$ cat src/rtl/asc_scan_driver.sv
// asc_scan_driver: collects a scan packet from the ASC byte stream, shifts it into the scan chain, strobes update, acks.
// Optional ASC_SCAN_READBACK_EN: count ones read back on scan_out and return that count instead of ACK_BYTE.
module asc_scan_driver #(
  parameter int         PACKET_BYTES = 22,
  parameter int         CLK_DIV      = 50,
  parameter logic [7:0] ACK_BYTE     = 8'hA5
) (
  input  logic       clk,
  input  logic       reset_n,
  input  logic [7:0] in_data,
  input  logic       in_valid,
  output logic       in_ready,
  output logic [7:0] resp_data,
  output logic       resp_valid,
  input  logic       resp_ready,
  output logic       scan_clk,
  output logic       scan_en,
  output logic       scan_in,
  output logic       scan_update,
  input  logic       scan_out,
  output logic       busy
);
  localparam int             NBITS     = 8 * PACKET_BYTES;
  localparam int             BCW       = PACKET_BYTES > 1 ? $clog2(PACKET_BYTES) : 1;
  localparam logic [7:0]     DIV_LAST  = 8'(CLK_DIV - 1);
  localparam logic [8:0]     BIT_LAST  = 9'(NBITS - 1);
  localparam logic [BCW-1:0] BYTE_LAST = BCW'(PACKET_BYTES - 1);
  typedef enum logic [1:0] {COLLECT, SHIFT, UPDATE, RESPOND} state_t;
  state_t         state_q, state_d;
  logic [BCW-1:0] byte_cnt_q, byte_cnt_d;
  logic [8:0]     bit_cnt_q, bit_cnt_d, bit_nxt;
  logic [7:0]     div_cnt_q, div_cnt_d;
  logic [7:0]     pkt_q [PACKET_BYTES];
  logic [7:0]     pkt_d [PACKET_BYTES];
  logic           scan_clk_q, scan_clk_d, scan_en_q, scan_en_d, scan_in_q, scan_in_d;
  logic           scan_update_q, scan_update_d, resp_valid_q, resp_valid_d, busy_q, busy_d;
  logic [7:0]     resp_data_q, resp_data_d, resp_byte;
`ifdef ASC_SCAN_READBACK_EN
  logic [7:0]     ones_q, ones_d;
  assign resp_byte = ones_q;
`else
  logic           unused_scan_out;
  assign unused_scan_out = scan_out;
  assign resp_byte = ACK_BYTE;
`endif
  assign bit_nxt = bit_cnt_q + 9'd1;
  always_comb begin
    state_d       = state_q;
    byte_cnt_d    = byte_cnt_q;
    bit_cnt_d     = bit_cnt_q;
    div_cnt_d     = div_cnt_q;
    pkt_d         = pkt_q;
    scan_clk_d    = scan_clk_q;
    scan_en_d     = scan_en_q;
    scan_in_d     = scan_in_q;
    scan_update_d = scan_update_q;
    resp_valid_d  = resp_valid_q;
    resp_data_d   = resp_data_q;
`ifdef ASC_SCAN_READBACK_EN
    ones_d        = ones_q;
`endif
    case (state_q)
      COLLECT: if (in_valid) begin
        pkt_d[byte_cnt_q] = in_data;
        byte_cnt_d = byte_cnt_q + 1'b1;
        if (byte_cnt_q == BYTE_LAST) begin
          state_d    = SHIFT;
          byte_cnt_d = '0;
          bit_cnt_d  = '0;
          div_cnt_d  = '0;
          scan_en_d  = 1'b1;
          scan_clk_d = 1'b0;
          scan_in_d  = pkt_d[0][7];
`ifdef ASC_SCAN_READBACK_EN
          ones_d     = '0;
`endif
        end
      end
      SHIFT: begin
`ifdef ASC_SCAN_READBACK_EN
        if (!scan_clk_q && div_cnt_q == DIV_LAST) ones_d = ones_q + {7'd0, scan_out};
`endif
        if (div_cnt_q != DIV_LAST) div_cnt_d = div_cnt_q + 8'd1;
        else begin
          div_cnt_d = '0;
          if (!scan_clk_q) scan_clk_d = 1'b1;
          else if (bit_cnt_q == BIT_LAST) begin
            state_d       = UPDATE;
            scan_clk_d    = 1'b0;
            scan_en_d     = 1'b0;
            scan_in_d     = 1'b0;
            scan_update_d = 1'b1;
          end else begin
            // next bit launches on the falling scan_clk edge; bytes go MSB first
            bit_cnt_d  = bit_nxt;
            scan_clk_d = 1'b0;
            scan_in_d  = pkt_q[BCW'(bit_nxt >> 3)][~bit_nxt[2:0]];
          end
        end
      end
      UPDATE: begin
        div_cnt_d = div_cnt_q == DIV_LAST ? '0 : div_cnt_q + 8'd1;
        if (div_cnt_q == DIV_LAST) begin
          state_d       = RESPOND;
          scan_update_d = 1'b0;
          resp_valid_d  = 1'b1;
          resp_data_d   = resp_byte;
        end
      end
      RESPOND: if (resp_ready) begin
        state_d      = COLLECT;
        resp_valid_d = 1'b0;
        resp_data_d  = '0;
      end
      default: begin
        state_d       = COLLECT;
        byte_cnt_d    = '0;
        bit_cnt_d     = '0;
        div_cnt_d     = '0;
        scan_clk_d    = 1'b0;
        scan_en_d     = 1'b0;
        scan_in_d     = 1'b0;
        scan_update_d = 1'b0;
        resp_valid_d  = 1'b0;
        resp_data_d   = '0;
      end
    endcase
    busy_d = state_d != COLLECT;
  end
  always_ff @(posedge clk or negedge reset_n) begin
    if (!reset_n) begin
      state_q       <= COLLECT;
      byte_cnt_q    <= '0;
      bit_cnt_q     <= '0;
      div_cnt_q     <= '0;
      pkt_q         <= '{default: '0};
      scan_clk_q    <= 1'b0;
      scan_en_q     <= 1'b0;
      scan_in_q     <= 1'b0;
      scan_update_q <= 1'b0;
      resp_valid_q  <= 1'b0;
      resp_data_q   <= '0;
      busy_q        <= 1'b0;
`ifdef ASC_SCAN_READBACK_EN
      ones_q        <= '0;
`endif
    end else begin
      state_q       <= state_d;
      byte_cnt_q    <= byte_cnt_d;
      bit_cnt_q     <= bit_cnt_d;
      div_cnt_q     <= div_cnt_d;
      pkt_q         <= pkt_d;
      scan_clk_q    <= scan_clk_d;
      scan_en_q     <= scan_en_d;
      scan_in_q     <= scan_in_d;
      scan_update_q <= scan_update_d;
      resp_valid_q  <= resp_valid_d;
      resp_data_q   <= resp_data_d;
      busy_q        <= busy_d;
`ifdef ASC_SCAN_READBACK_EN
      ones_q        <= ones_d;
`endif
    end
  end
  assign in_ready    = state_q == COLLECT;
  assign scan_clk    = scan_clk_q;
  assign scan_en     = scan_en_q;
  assign scan_in     = scan_in_q;
  assign scan_update = scan_update_q;
  assign resp_valid  = resp_valid_q;
  assign resp_data   = resp_data_q;
  assign busy        = busy_q;
endmodule

$ cat config.mk
export PLATFORM = sky130hd
export DESIGN_NAME = asc_scan_driver
export DESIGN_NICKNAME = d
export VERILOG_FILES = /design/src/rtl/asc_scan_driver.sv
export SDC_FILE = /design/constraint.sdc
export NUM_CORES = 1
export LEC_CHECK = 0
export BUFFER_PORTS_ARGS = -buffer_cell sky130_fd_sc_hd__buf_4
export CAP_MARGIN = 40
export CORE_UTILIZATION = 35
export DETAILED_ROUTE_END_ITERATION = 10
export GPL_TIMING_DRIVEN = 0
export SYNTH_ARGS = -nofsm -noshare
export SYNTH_HDL_FRONTEND = slang
export SYNTH_SLANG_ARGS = --single-unit
export TNS_END_PERCENT = 5
$ cat constraint.sdc
create_clock -name clk -period 2.67 [get_ports clk]
set_input_delay 0.534 -clock clk [delete_from_list [all_inputs] [get_ports clk]]
set_output_delay 0.534 -clock clk [all_outputs]
set_load 0.02 [all_outputs]
# Word-level counts from Yosys, hierarchy flattened
# Cells that the tools add are included.
[classes]
addsub = 3
n_lt_le_gt_ge = 4
eq_ne = 15
muxes = 56
bitwise = 3
reduce_logical = 15
[op_table]
columns = ["op", "n"]
rows = [
  ["$bwmux 176", 1],
  ["$mux 8", 9],
  ["$mux 9", 5],
  ["$bmux 8 s5", 1],
  ["$demux 8 s5", 1],
  ["$pmux 8 s3", 1],
  ["$mux 1", 21],
  ["$pmux 9 s2", 1],
  ["$pmux 8 s2", 1],
  ["$mux 2", 7],
  ["$ne 2x2->1 const B", 7],
  ["$ge 6x6->1 const B", 2],
  ["$not 5->6", 2],
  ["$reduce_and 6->1", 2],
  ["$pmux 1 s2", 5],
  ["$reduce_and 5->1", 2],
  ["$add 9x1->9 const B", 1],
  ["$eq 9x8->1 const B", 1],
  ["$add 8x1->8 const B", 1],
  ["$eq 8x6->1 const B", 1],
  ["$ne 8x6->1 const B", 1],
  ["$pmux 2 s4", 1],
  ["$reduce_bool 2->1", 4],
  ["$lt 6x1->1 const B", 1],
  ["15 further kinds", 17],
]
[totals]
regBits = 214
in_bits = 13
output_inout_bits = 15
elab_cells = 129

# Longest topological paths before layout
# Gate-level depths: netlist (run 1).
[depth]
word_depth = 11
depth_mapped = 14
ltp_nobuf = 11

# Worst setup path before layout (run 1)
# No wires, ideal clock.
[synth_timing]
kind = "reg2reg"
start = "register bit_cnt_q[1]"
end = "register scan_in_q, in the netlist scan_in"
setup_ns = 0.120
t_arrival_ns = 2.638
required_ns = 2.550
path_slack_ns = -0.088
path_stages_with_launch = 12
n_path_buf = 1
period_less_slack_ns = 2.758
path_cell_list = "dfrtp_1 > ha_1 > clkbuf_1 > nand3_2 > xnor2_1 > mux4_2 > mux2_2 > o311ai_1 > a21oi_1 > nand3_1 > nand4_1 > and3_1"
[synth_via]
elab_chain_cells = 11
elab_cells_between_ends = 13
classes_between = "1 x add/sub; 1 x eq/ne; 9 x mux; 2 x bitwise"
[synth_lines]
columns = ["element", "line", "source"]
rows = [
  ["start, declared", "31", "logic [8:0] bit_cnt_q, bit_cnt_d, bit_nxt;"],
  ["start signal, assigned", "150", "bit_cnt_q <= bit_cnt_d;"],
  ["$add 9x1->9", "46", "assign bit_nxt = bit_cnt_q + 9'd1;"],
  ["$not 5->6 (not written as such)", "97", "scan_in_d = pkt_q[BCW'(bit_nxt >> 3)][~bit_nxt[2:0]];"],
  ["$bmux 8 s5", "97", ""],
  ["$mux 8 (not written as such) (2 in a row)", "97", ""],
  ["$bmux 1 s3", "97", ""],
  ["$mux 1 (not written as such)", "97", ""],
  ["$mux 1 (*)", "87", "else if (bit_cnt_q == BIT_LAST) begin"],
  ["$mux 1 (*)", "86", "if (!scan_clk_q) scan_clk_d = 1'b1;"],
  ["$mux 1 (*)", "83", "if (div_cnt_q != DIV_LAST) div_cnt_d = div_cnt_q + 8'd1;"],
  ["$pmux 1 s2 (*)", "62", "case (state_q)"],
  ["end signal, assigned", "155", "scan_in_q <= scan_in_d;"],
  ["end, declared", "35", "logic scan_clk_q, scan_clk_d, scan_en_q, scan_en_d, scan_in_q, scan_in_d;"],
]
# Mark *: on every way between the ends. The rest lies on a longest branch, timed or not. The select of a mux whose other input is x is not followed.
# A chain may end at the register's enable or synchronous reset.

# Final worst setup path (run 1)
[layout_timing]
start = "register bit_cnt_q[5]"
end = "register scan_in_q, in the netlist scan_in"
# The elaborated chain is that of the path after synthesis.

==> results of run 1 <==
[synthesized netlist by cell type (4+ instances only)]
cell type  number
nand4_1         9
nor3_1         10
a22oi_1         8
dfrtp_1       206
a211oi_1        9
a21o_1          6
a21oi_1        24
nand3_1        28
o22ai_1        13
o221ai_1        8
nand2b_1       15
nor3b_1         6
a22o_1          4
and3_1         10
buf_2          13
o31ai_1         8
o21ai_0        37
mux4_2         11
mux2i_1        30
a31oi_1         8
nor2_1         34
xnor2_1         7
mux2_2        188
ha_1           12
inv_1          13
buf_1           4
o211ai_1        7
nor2b_1         7
clkbuf_1       43
buf_4          13
nand2_1        97
[registers in the layout (all words and copies together), names as in the netlist]
register,count
scan_update,1
pkt_q,176
byte_cnt_q,5
scan_en,1
div_cnt_q,8
scan_in,1
scan_clk,1
bit_cnt_q,9
resp_data,1
busy,1
state_q,2
[stage by stage]
| step | setup WS, ps | power [W] | instances | hold WS (ps) |
|---|---|---|---|---|
| CTS | -190 | 0.00670 | 1413 | 87.5 |
| floorplan | 52.3 | 0.00322 | 943 | 238 |
| global route | -187 | 0.00685 | 1426 | 90.7 |
| detailed placement | -1020 | 0.00333 | 1362 | 487 |
| finish | -155 | 0.00666 | 1426 | 11.0 |
| global placement | -959 | 0.00333 | 1354 | 481 |
[worst max-delay path, stage by stage (launching register included)]
cell and delay (ps):
dfrtp_1 430, clkbuf_4 240, clkbuf_4 220, buf_2 320
xnor2_1 130, o31ai_1 450, a32oi_1 160, o22ai_1 190
o22ai_1 120, nand4_1 150, nand4_1 100, and3_4 210
[how the worst max path moves through the flow]
stage                       startpoint      end  slack (ps)  cells after the start
after detailed placement  bit_cnt_q[0]  scan_in       -1020                     11
final                     bit_cnt_q[5]  scan_in        -160                     11
after floorplan           bit_cnt_q[2]  scan_in          50                     10
after CTS                 bit_cnt_q[3]  scan_in        -190                     11
after global placement    bit_cnt_q[0]  scan_in        -960                     11
after global routing      bit_cnt_q[5]  scan_in        -190                     11
[metal layers]
layer  vias up  routed length [um]  share of wire (%)
met5         -                   0                  0
met4         0                1040                3.3
met3        80                2280                7.3
met2       352               14200                 45
met1      4042               13900                 44
li1       3570                   -                  -
[power breakdown]
part	total, W	leakage [nW]	internal [W]	switching (W)
logic	0.000151	2.74	0.0000281	0.000123
clock network	0.00338	0.385	0.00205	0.00133
registers	0.00312	2.85	0.00312	0
[area by class of cell]
cell class / instances / area [sq um]
plain buffers: 69 / 444
clock inverters: 9 / 163
inverters: 14 / 55.1
well taps: 390 / 488
flip-flops and latches: 206 / 5160
fillers: 2800 / 17000
repair buffers: 55 / 499
clock buffers: 33 / 633
multi-input cells: 650 / 5410
[logic make-up (layout without fill, tap and decap cells)]
group	count (synthesis)	in the layout	share of synthesized area (%)
AND/OR/NAND/NOR	238	238	10.8
multiplexers	232	232	25.3
flip-flops	206	206	48.3
AO/OA/AOI/OAI	152	152	9.36
buffers and inverters	87	180	3.67
adder cells (fa/ha/maj)	12	12	1.41
XOR/XNOR	12	12	1.13
other	1	4	0.0352
[timing repair]
item | CTS | global route
gates cloned | 0 | 2
setup buffers | 10 | 14
endpoints found under the setup margin | 21 | 115
resized for setup | 45 | 65
pin swaps | 7 | 21
==> summary.txt, run 1 <==
Synthesis
  – Cells after Synth: 940
  – Cell variety after synth: 60
  – Yosys warning count: 0
  – Avg Inst Size Synth: 11.3 sq um
  – Yosys reg bits: just over 200
  – Top post-synthesis cells by area: dfrtp_1, mux2_2, nand2_1
  – Asr flop ratio synth: 100%
  – Synthesized cell area: 10700 sq um
  – Top_reg_cell synth: dfrtp_1
  – Yosys top cell area share: 48.3%
  – EDFF count, synth: 0
  – Register area share after synthesis: 48.3%
  – Post-synth top area cell: dfrtp_1

Finish
  – Final core utilization: 43.1%
  – Commonest non-fill, non-tap cell in the layout: dfrtp_1
  – Share of layout cells above drive strength 1: approximately 37%
  – NumNets Final: 1044
  – Ant. Diodes: 0
  – Most frequent cells in the layout: dfrtp_1, mux2_2, nand2_1
  – Syn-to-layout area delta: 20.4%
  – Final Cell Area: 12800 sq um

GRT
  – Global-route usage over all layers: 20.6%
  – Initial antenna violation count: 0
  – Largest net degree at the start of global routing: 108
  – First-pass GRT wire length: 48700 um
  – Met3 GRT Util: under 10%
  – GRT Max-Usage Layer: met2
  – Total grt overflow: 0
  – Met2 Usage GRT: 31.2%
  – Vias in the first global route: 7993
  – GR Util met1: 29.4%

Routing
  – Routed Antenna Nets: 0
  – Vias per inst: 5.64
  – DR pass1 iterations: 5
  – DR DRC count: 0
  – DRT iter0 DRCs: 762
  – Via count: slightly above 8k
  – Final WL: ~31000 um
  – Avg WL per Cell: 22.0 um

Timing
  – RSZ-0062 raised after global routing: yes
  – Peak Freq: roughly 0.35 GHz
  – Minimum clock period: 2830 ps
  – Post-route worst setup slack: -155 ps
  – Worst-margin pin slew: 870 ps
  – Slew HR: 42.0%
  – Hold Vio Cnt, Final: 0
  – Final setup violation count: 1
  – Clock skew: 12.6 ps
  – Period utilization: 106%
  – Setup total negative slack: -155 ps
  – Max Slew Vio Count: 0

Clock tree
  – Bufs on Longest Clock Path: 3
  – CTS Buf Count: 23
  – H-tree levels: 1
  – Clock Root Buffer: clkbuf_16
  – Clock sink count: 206
  – Worst-path clk slew: 70 ps
  – Hold_buf cts: 0
  – CTS tree: yes
  – Worst-Skew Late Latency: 540 ps

Pwr
  – Leak pwr: 5.98 nW
  – Worst VDD drop: 412 uV
  – PD cells: between 500 and 600 nW/um^2

Placement
  – DP Area: about 11000 sq um
  – Routability-driven placement congestion ratio: 0.891
  – Final HPWL DP: 21200 um
  – IO buf count: 21

Run status
  – Failing checks: setup timing
  – Status: complete, but fails checks

Critical path
  – CP Launch Type: register
  – R2R setup slack: -160 ps
  – Setup CP Type: register to register
  – Crit end category: register
  – RR Startpoint: bit_cnt_q[5]
  – Worst Reg-to-Reg Cells: 11
  – CP Data Required Time: roughly 3100 ps
  – CP Data Arrival Time: 3250 ps
  – RR Endpoint: scan_in
  – Worst Path Max Fanout: 10

Floorplan
  – Die area: between 30000 and 40000 sq um
  – Die H: 177 um
  – Ports: 28
  – Starting Density: 35.8%
  – # rows: 63
  – Die extent in x: ~180 um
  – CORE AREA: a little under 30000 sq um

Job
  – Max Cap Violations: 0

Min path
  – Hold crit path type: input port to asynchronous set/reset pin
Power figures use the tool's default switching activity.
==> run 2: changes to the inputs <==
Settings changed: CORE_UTILIZATION 35 to 40.
==> run 2 against run 1 <==
Hold slack worse by 32 ps. The flow finishes with violations (DRC, hold timing, setup timing). Non-clock buffer count is 2 lower. Setup slack better by 58 ps. Sequential share of layout area is 0.74 points higher. Final area is 1.8% lower. Critical path type unchanged. Highest routed layer unchanged. Maximum frequency is 2.1% higher. Largest cell class unchanged. Utilization is 5.1 points higher. Final cell count is 4.0% lower. Combinational power hardly changed. Global-route usage is 2.9 points higher. Sequential power hardly changed.
==> summary.txt, run 2 (same netlist as run 1, synthesis figures left out) <==
Clock tree
  – Hold_buf cts: 0
  – CTS tree: yes
  – Bufs on Longest Clock Path: 3
  – Clock sink count: 206
  – Worst-Skew Late Latency: 540 ps
  – Worst-path clk slew: 60 ps
  – CTS Buf Count: 23
  – H-tree levels: 1
  – Clock Root Buffer: clkbuf_16

GRT
  – Largest net degree at the start of global routing: 123
  – Vias in the first global route: a little under 8k
  – Total grt overflow: 0
  – Global-route usage over all layers: 23.5%
  – First-pass GRT wire length: 47600 um
  – Initial antenna violation count: 0

Routing
  – DR DRC count: 8
  – Vias per inst: ~6
  – DRT iter0 DRCs: 811
  – Avg WL per Cell: 22.8 um
  – Final WL: 31200 um
  – Via count: 8004
  – DR pass1 iterations: 8
  – Routed Antenna Nets: 0

Placement
  – Pre-CTS WS: -1050 ps
  – Final HPWL DP: 21000 um
  – Routability-driven placement congestion ratio: 0.956
  – IO buf count: 21

Pwr
  – Leak pwr: 5.93 nW
  – PD cells: 511 nW/um^2
  – Reg power frac: 48.4%
  – Psw: approximately 0.0015 W
  – Tot Pwr: 0.00645 W
  – Sw Ratio: between 20% and 30%
  – Worst VDD drop: 526 uV
  – Combinational fraction of design power: 2.4%
  – Int Power: slightly below 0.005 W
  – Clk pwr share: 49.2%

Floorplan
  – Starting Density: 40.8%
  – CORE AREA: 26100 sq um
  – Die area: 27300 sq um
  – Die H: 165 um
  – # rows: 59
  – Die extent in x: 165 um
  – Ports: 28

Critical path
  – Crit path cell chain: buf_4 -> ha_4 -> or4_1 -> o211ai_1 -> buf_4 -> buf_4 -> a31oi_1 -> a311oi_1 -> and3_1 -> o21ai_1 -> and3_4
  – R2R setup slack: -100 ps
  – Critical Path Max Stage Delay: about 540 ps
  – RR Endpoint: scan_in
  – CP Launch Type: register
  – RR Startpoint: bit_cnt_q[1]
  – Setup CP Type: register to register
  – Worst Reg-to-Reg Cells: 11
  – Worst Path Max Fanout: 7
  – Critical path's top delay family: simple AND/OR/NAND/NOR gates
  – Most used cell, CP: buf_4
  – Worst Path Buf+Inv: 3
  – CP Data Required Time: 3090 ps
  – Crit end category: register
  – CP Data Arrival Time: 3190 ps
  – CP max stage cell: or4_1

Timing
  – Post-route worst setup slack: -97.0 ps
  – Minimum clock period: 2770 ps
  – Setup total negative slack: -97.0 ps
  – Period utilization: 104%
  – Fin Hold WS: -20.7 ps
  – Hold Vio Cnt, Final: 12
  – Final setup violation count: 1
  – Max Slew Vio Count: 0
  – Clock skew: 9.19 ps
  – Worst-margin pin slew: 797 ps
  – RSZ-0062 raised after global routing: yes
  – Slew HR: 46.9%
  – Peak Freq: 0.361 GHz

Finish
  – Biggest regs: pkt_q (176), bit_cnt_q (9), div_cnt_q (8)
  – Commonest non-fill, non-tap cell in the layout: dfrtp_1
  – Most frequent cells in the layout: dfrtp_1, mux2_2, nand2_1
  – NumNets Final: 1042
  – Fill cell count: 2420
  – Top reg by flops: pkt_q
  – Ant. Diodes: 0
  – Max FFs per register: approximately 180
  – Share of layout cells above drive strength 1: 35.5%
  – Syn-to-layout area delta: 18.2%

Job
  – Max Cap Violations: 0

Run status
  – Failing checks: DRC, hold timing, setup timing
  – Status: complete, but fails checks

Min path
  – Hold crit path type: input port to asynchronous set/reset pin
==> run 2: cell count changes in the layout (fill, tap and decap cells not counted), sizes merged <==
cell / delta
bufinv: -3
clkbuf: -2
buf: +1
clkinv: +1
inv: +1
==> run 2: worst max-delay path by stage <==
stage	from	to	slack, ps	depth (start not counted)
2_1_floorplan	bit_cnt_q[2]	scan_in	50	10
3_3_place_gp	bit_cnt_q[0]	scan_in	-1110	11
3_5_place_dp	bit_cnt_q[0]	scan_in	-1050	11
4_1_cts	bit_cnt_q[0]	scan_in	-110	11
5_1_grt	bit_cnt_q[1]	scan_in	-220	12
6_report	bit_cnt_q[1]	scan_in	-100	11
==> run 2: power by group through the flow <==
| stage | clock (W) | combinational, W | sequential [W] |
|---|---|---|---|
| after floorplan | 0 | 0.0000394 | 0.00318 |
| after global placement | 0 | 0.000149 | 0.00318 |
| after detailed placement | 0 | 0.000156 | 0.00318 |
| after CTS | 0.00323 | 0.000157 | 0.00312 |
| after global routing | 0.00336 | 0.000173 | 0.00312 |
| final | 0.00317 | 0.000153 | 0.00312 |
==> run 2: layout make-up <==
class | count | area, sq um | area share (%)
timing repair buffer | 52 | 425 | 3.37
sequential | 206 | 5160 | 40.9
tap | 335 | 419 | 3.32
inverter | 14 | 55.1 | 0.437
clock buffer | 34 | 657 | 5.21
multi-input combinational | 650 | 5370 | 42.6
buffer | 70 | 440 | 3.49
clock inverter | 8 | 88.8 | 0.704
==> run 2: repair_timing <==
item | in CTS | in global routing
endpoints found under the setup margin | 21 | 106
resized for setup | 63 | 36
buffers inserted | 15 | 9
cloned | 0 | 0
pin swaps | 10 | 11
==> run 2: layer usage <==
| layer | up-vias | routed length, um | GRT usage [%] | part of all wire, % |
|---|---|---|---|---|
| li1 | 3568 | - | - | - |
| met1 | 4045 | 14200 | 33.2 | 45 |
| met2 | 320 | 13700 | 35.6 | 44 |
| met3 | 71 | 2180 | 4.07 | 7.0 |
| met4 | 0 | 1150 | 9.38 | 3.7 |
| met5 | - | 0 | 0 | 0 |
==> run 2: metrics by stage <==
step	std cells	utilization [%]	instance area, sq um
2_1_floorplan	943	-	10700
3_3_place_gp	1299	43.1	11300
3_5_place_dp	1306	43.4	11300
4_1_cts	1361	47.6	12400
5_1_grt	1369	48.3	12600
6_report	1369	48.3	12600
==> run 3: changes to the inputs <==
Settings changed: SKIP_CTS_REPAIR_TIMING from default to 1.
==> run 3 against run 2 <==
The flow still finishes with violations (DRC, hold timing, setup timing). Sequential share of layout area rose by 0.23 points. Die area is the same. Utilization fell by 0.27 points. Final cell count fell by 0.37%. Critical endpoint unchanged. Largest cell class unchanged.
==> summary.txt, run 3 (same netlist as run 1, synthesis figures left out) <==
Timing
  – Worst-margin pin slew: 797 ps
  – Slew HR: 46.8%
  – Final setup violation count: 1
  – Period utilization: 106%
  – Hold Vio Cnt, Final: 11
  – Clock skew: 7.89 ps
  – Peak Freq: 0.353 GHz
  – Minimum clock period: 2830 ps
  – Post-route worst setup slack: -161 ps
  – RSZ-0062 raised after global routing: yes
  – Fin Hold WS: -23.1 ps
  – Max Slew Vio Count: 0

GRT
  – Largest net degree at the start of global routing: 123
  – Vias in the first global route: around 7.8k
  – Total grt overflow: 0
  – Initial antenna violation count: 0
  – First-pass GRT wire length: 47200 um
  – Global-route usage over all layers: 23.3%

Run status
  – Status: complete, but fails checks
  – Failing checks: DRC, hold timing, setup timing

Critical path
  – CP Data Required Time: roughly 3100 ps
  – CP Launch Type: register
  – Setup CP Type: register to register
  – Worst Path Buf+Inv: 2
  – Crit end category: register
  – CP max stage cell: mux4_2
  – Crit path cell chain: nand4_1 -> or3_4 -> and2_4 -> buf_12 -> buf_12 -> mux2i_1 -> mux4_2 -> nand2_1 -> a21oi_1 -> a211oi_1 -> and3_1
  – Critical path's top delay family: simple AND/OR/NAND/NOR gates
  – CP Data Arrival Time: ~3300 ps
  – Critical Path Max Stage Delay: 510 ps
  – Worst Path Max Fanout: 10
  – Most used cell, CP: buf_12

Routing
  – DR pass1 iterations: 8
  – Routed Antenna Nets: 0
  – DRT iter0 DRCs: 774
  – Via count: approximately 8.0k
  – Avg WL per Cell: 22.7 um
  – DR DRC count: 8
  – Vias per inst: 5.88
  – Final WL: between 30000 and 40000 um

Pwr
  – Worst VDD drop: 537 uV
  – Leak pwr: between 5 and 6 nW
  – PD cells: ~510 nW/um^2

Floorplan
  – Ports: 28
  – Starting Density: 40.8%
  – Die extent in x: 165 um
  – Die H: about 170 um
  – Die area: 27300 sq um
  – CORE AREA: 26100 sq um
  – # rows: ~60

Finish
  – Most frequent cells in the layout: dfrtp_1, mux2_2, nand2_1
  – Ant. Diodes: 0
  – Share of layout cells above drive strength 1: 34.5%
  – Top reg by flops: pkt_q
  – Fill cell count: 2422
  – NumNets Final: slightly above 1k
  – Biggest regs: pkt_q (176), bit_cnt_q (9), div_cnt_q (8)
  – Final Cell Area: 12500 sq um
  – Final core utilization: between 40% and 50%
  – Commonest non-fill, non-tap cell in the layout: dfrtp_1
  – Syn-to-layout area delta: 17.6%
  – Max FFs per register: 176
  – Post-Layout Cell Count: 1364

Placement
  – Final HPWL DP: approximately 21000 um
  – IO buf count: 21
  – Routability-driven placement congestion ratio: 0.956
  – DP Area: 11300 sq um
  – Pre-CTS WS: -1050 ps
  – Cell total after placement: 1306

Min path
  – Hold crit path type: input port to asynchronous set/reset pin

Job
  – Max Cap Violations: 0

Clock tree
  – Clock sink count: 206
  – Worst-path clk slew: 60 ps
  – CTS tree: yes
  – H-tree levels: 1
  – Bufs on Longest Clock Path: 3
  – CTS Buf Count: 23
  – Clock Root Buffer: clkbuf_16
  – Worst-Skew Late Latency: 530 ps
[run 3: changes by cell type in the layout (fill, tap and decap cells not counted), sizes merged]
cell,delta
clkbuf,+6
buf,-11
[run 3: cell type report]
| cell class | instances | area [sq um] | share of cell area, % |
|---|---|---|---|
| sequential | 206 | 5160 | 41.1 |
| buffer | 70 | 442 | 3.52 |
| timing repair buffer | 47 | 400 | 3.19 |
| tap | 335 | 419 | 3.34 |
| inverter | 14 | 55.1 | 0.439 |
| clock inverter | 8 | 88.8 | 0.708 |
| multi-input combinational | 650 | 5320 | 42.4 |
| clock buffer | 34 | 657 | 5.24 |
[run 3: metal layers]
| layer | global-route usage (%) | share of wire [%] | vias up |
|---|---|---|---|
| met1 | 32.9 | 45 | 4112 |
| li1 | - | - | 3555 |
| met5 | 0 | 0 | - |
| met2 | 35.0 | 44 | 288 |
| met4 | 10.4 | 3.7 | 0 |
| met3 | 3.90 | 6.4 | 66 |
[run 3: report_power, final]
group | switching, W | internal, W
Combinational | 0.000123 | 0.0000276
Sequential | 0 | 0.00312
Clock | 0.00134 | 0.00182
Total | 0.00147 | 0.00497
[run 3: worst paths after layout]
check	from	cells after the start	end	slack, ps
hold / removal	reset_n	1	byte_cnt_q[1]	-20
min in group clk	in_data[6]	2	pkt_q[78]	250
max in group asynchronous	reset_n	2	pkt_q[174]	1640
setup / recovery	bit_cnt_q[0]	11	scan_in	-160
setup reg to reg	bit_cnt_q[0]	11	scan_in	-160
hold reg to reg	div_cnt_q[6]	1	div_cnt_q[6]	500
[run 3: stage by stage]
| step | TNS (ps) | total power, W |
|---|---|---|
| final | -161 | 0.00644 |
| after global routing | -3900 | 0.00665 |
| after global placement | -95210 | 0.00333 |
| after floorplan | 0 | 0.00322 |
| after CTS | -3180 | 0.00651 |
| after detailed placement | -2730 | 0.00333 |
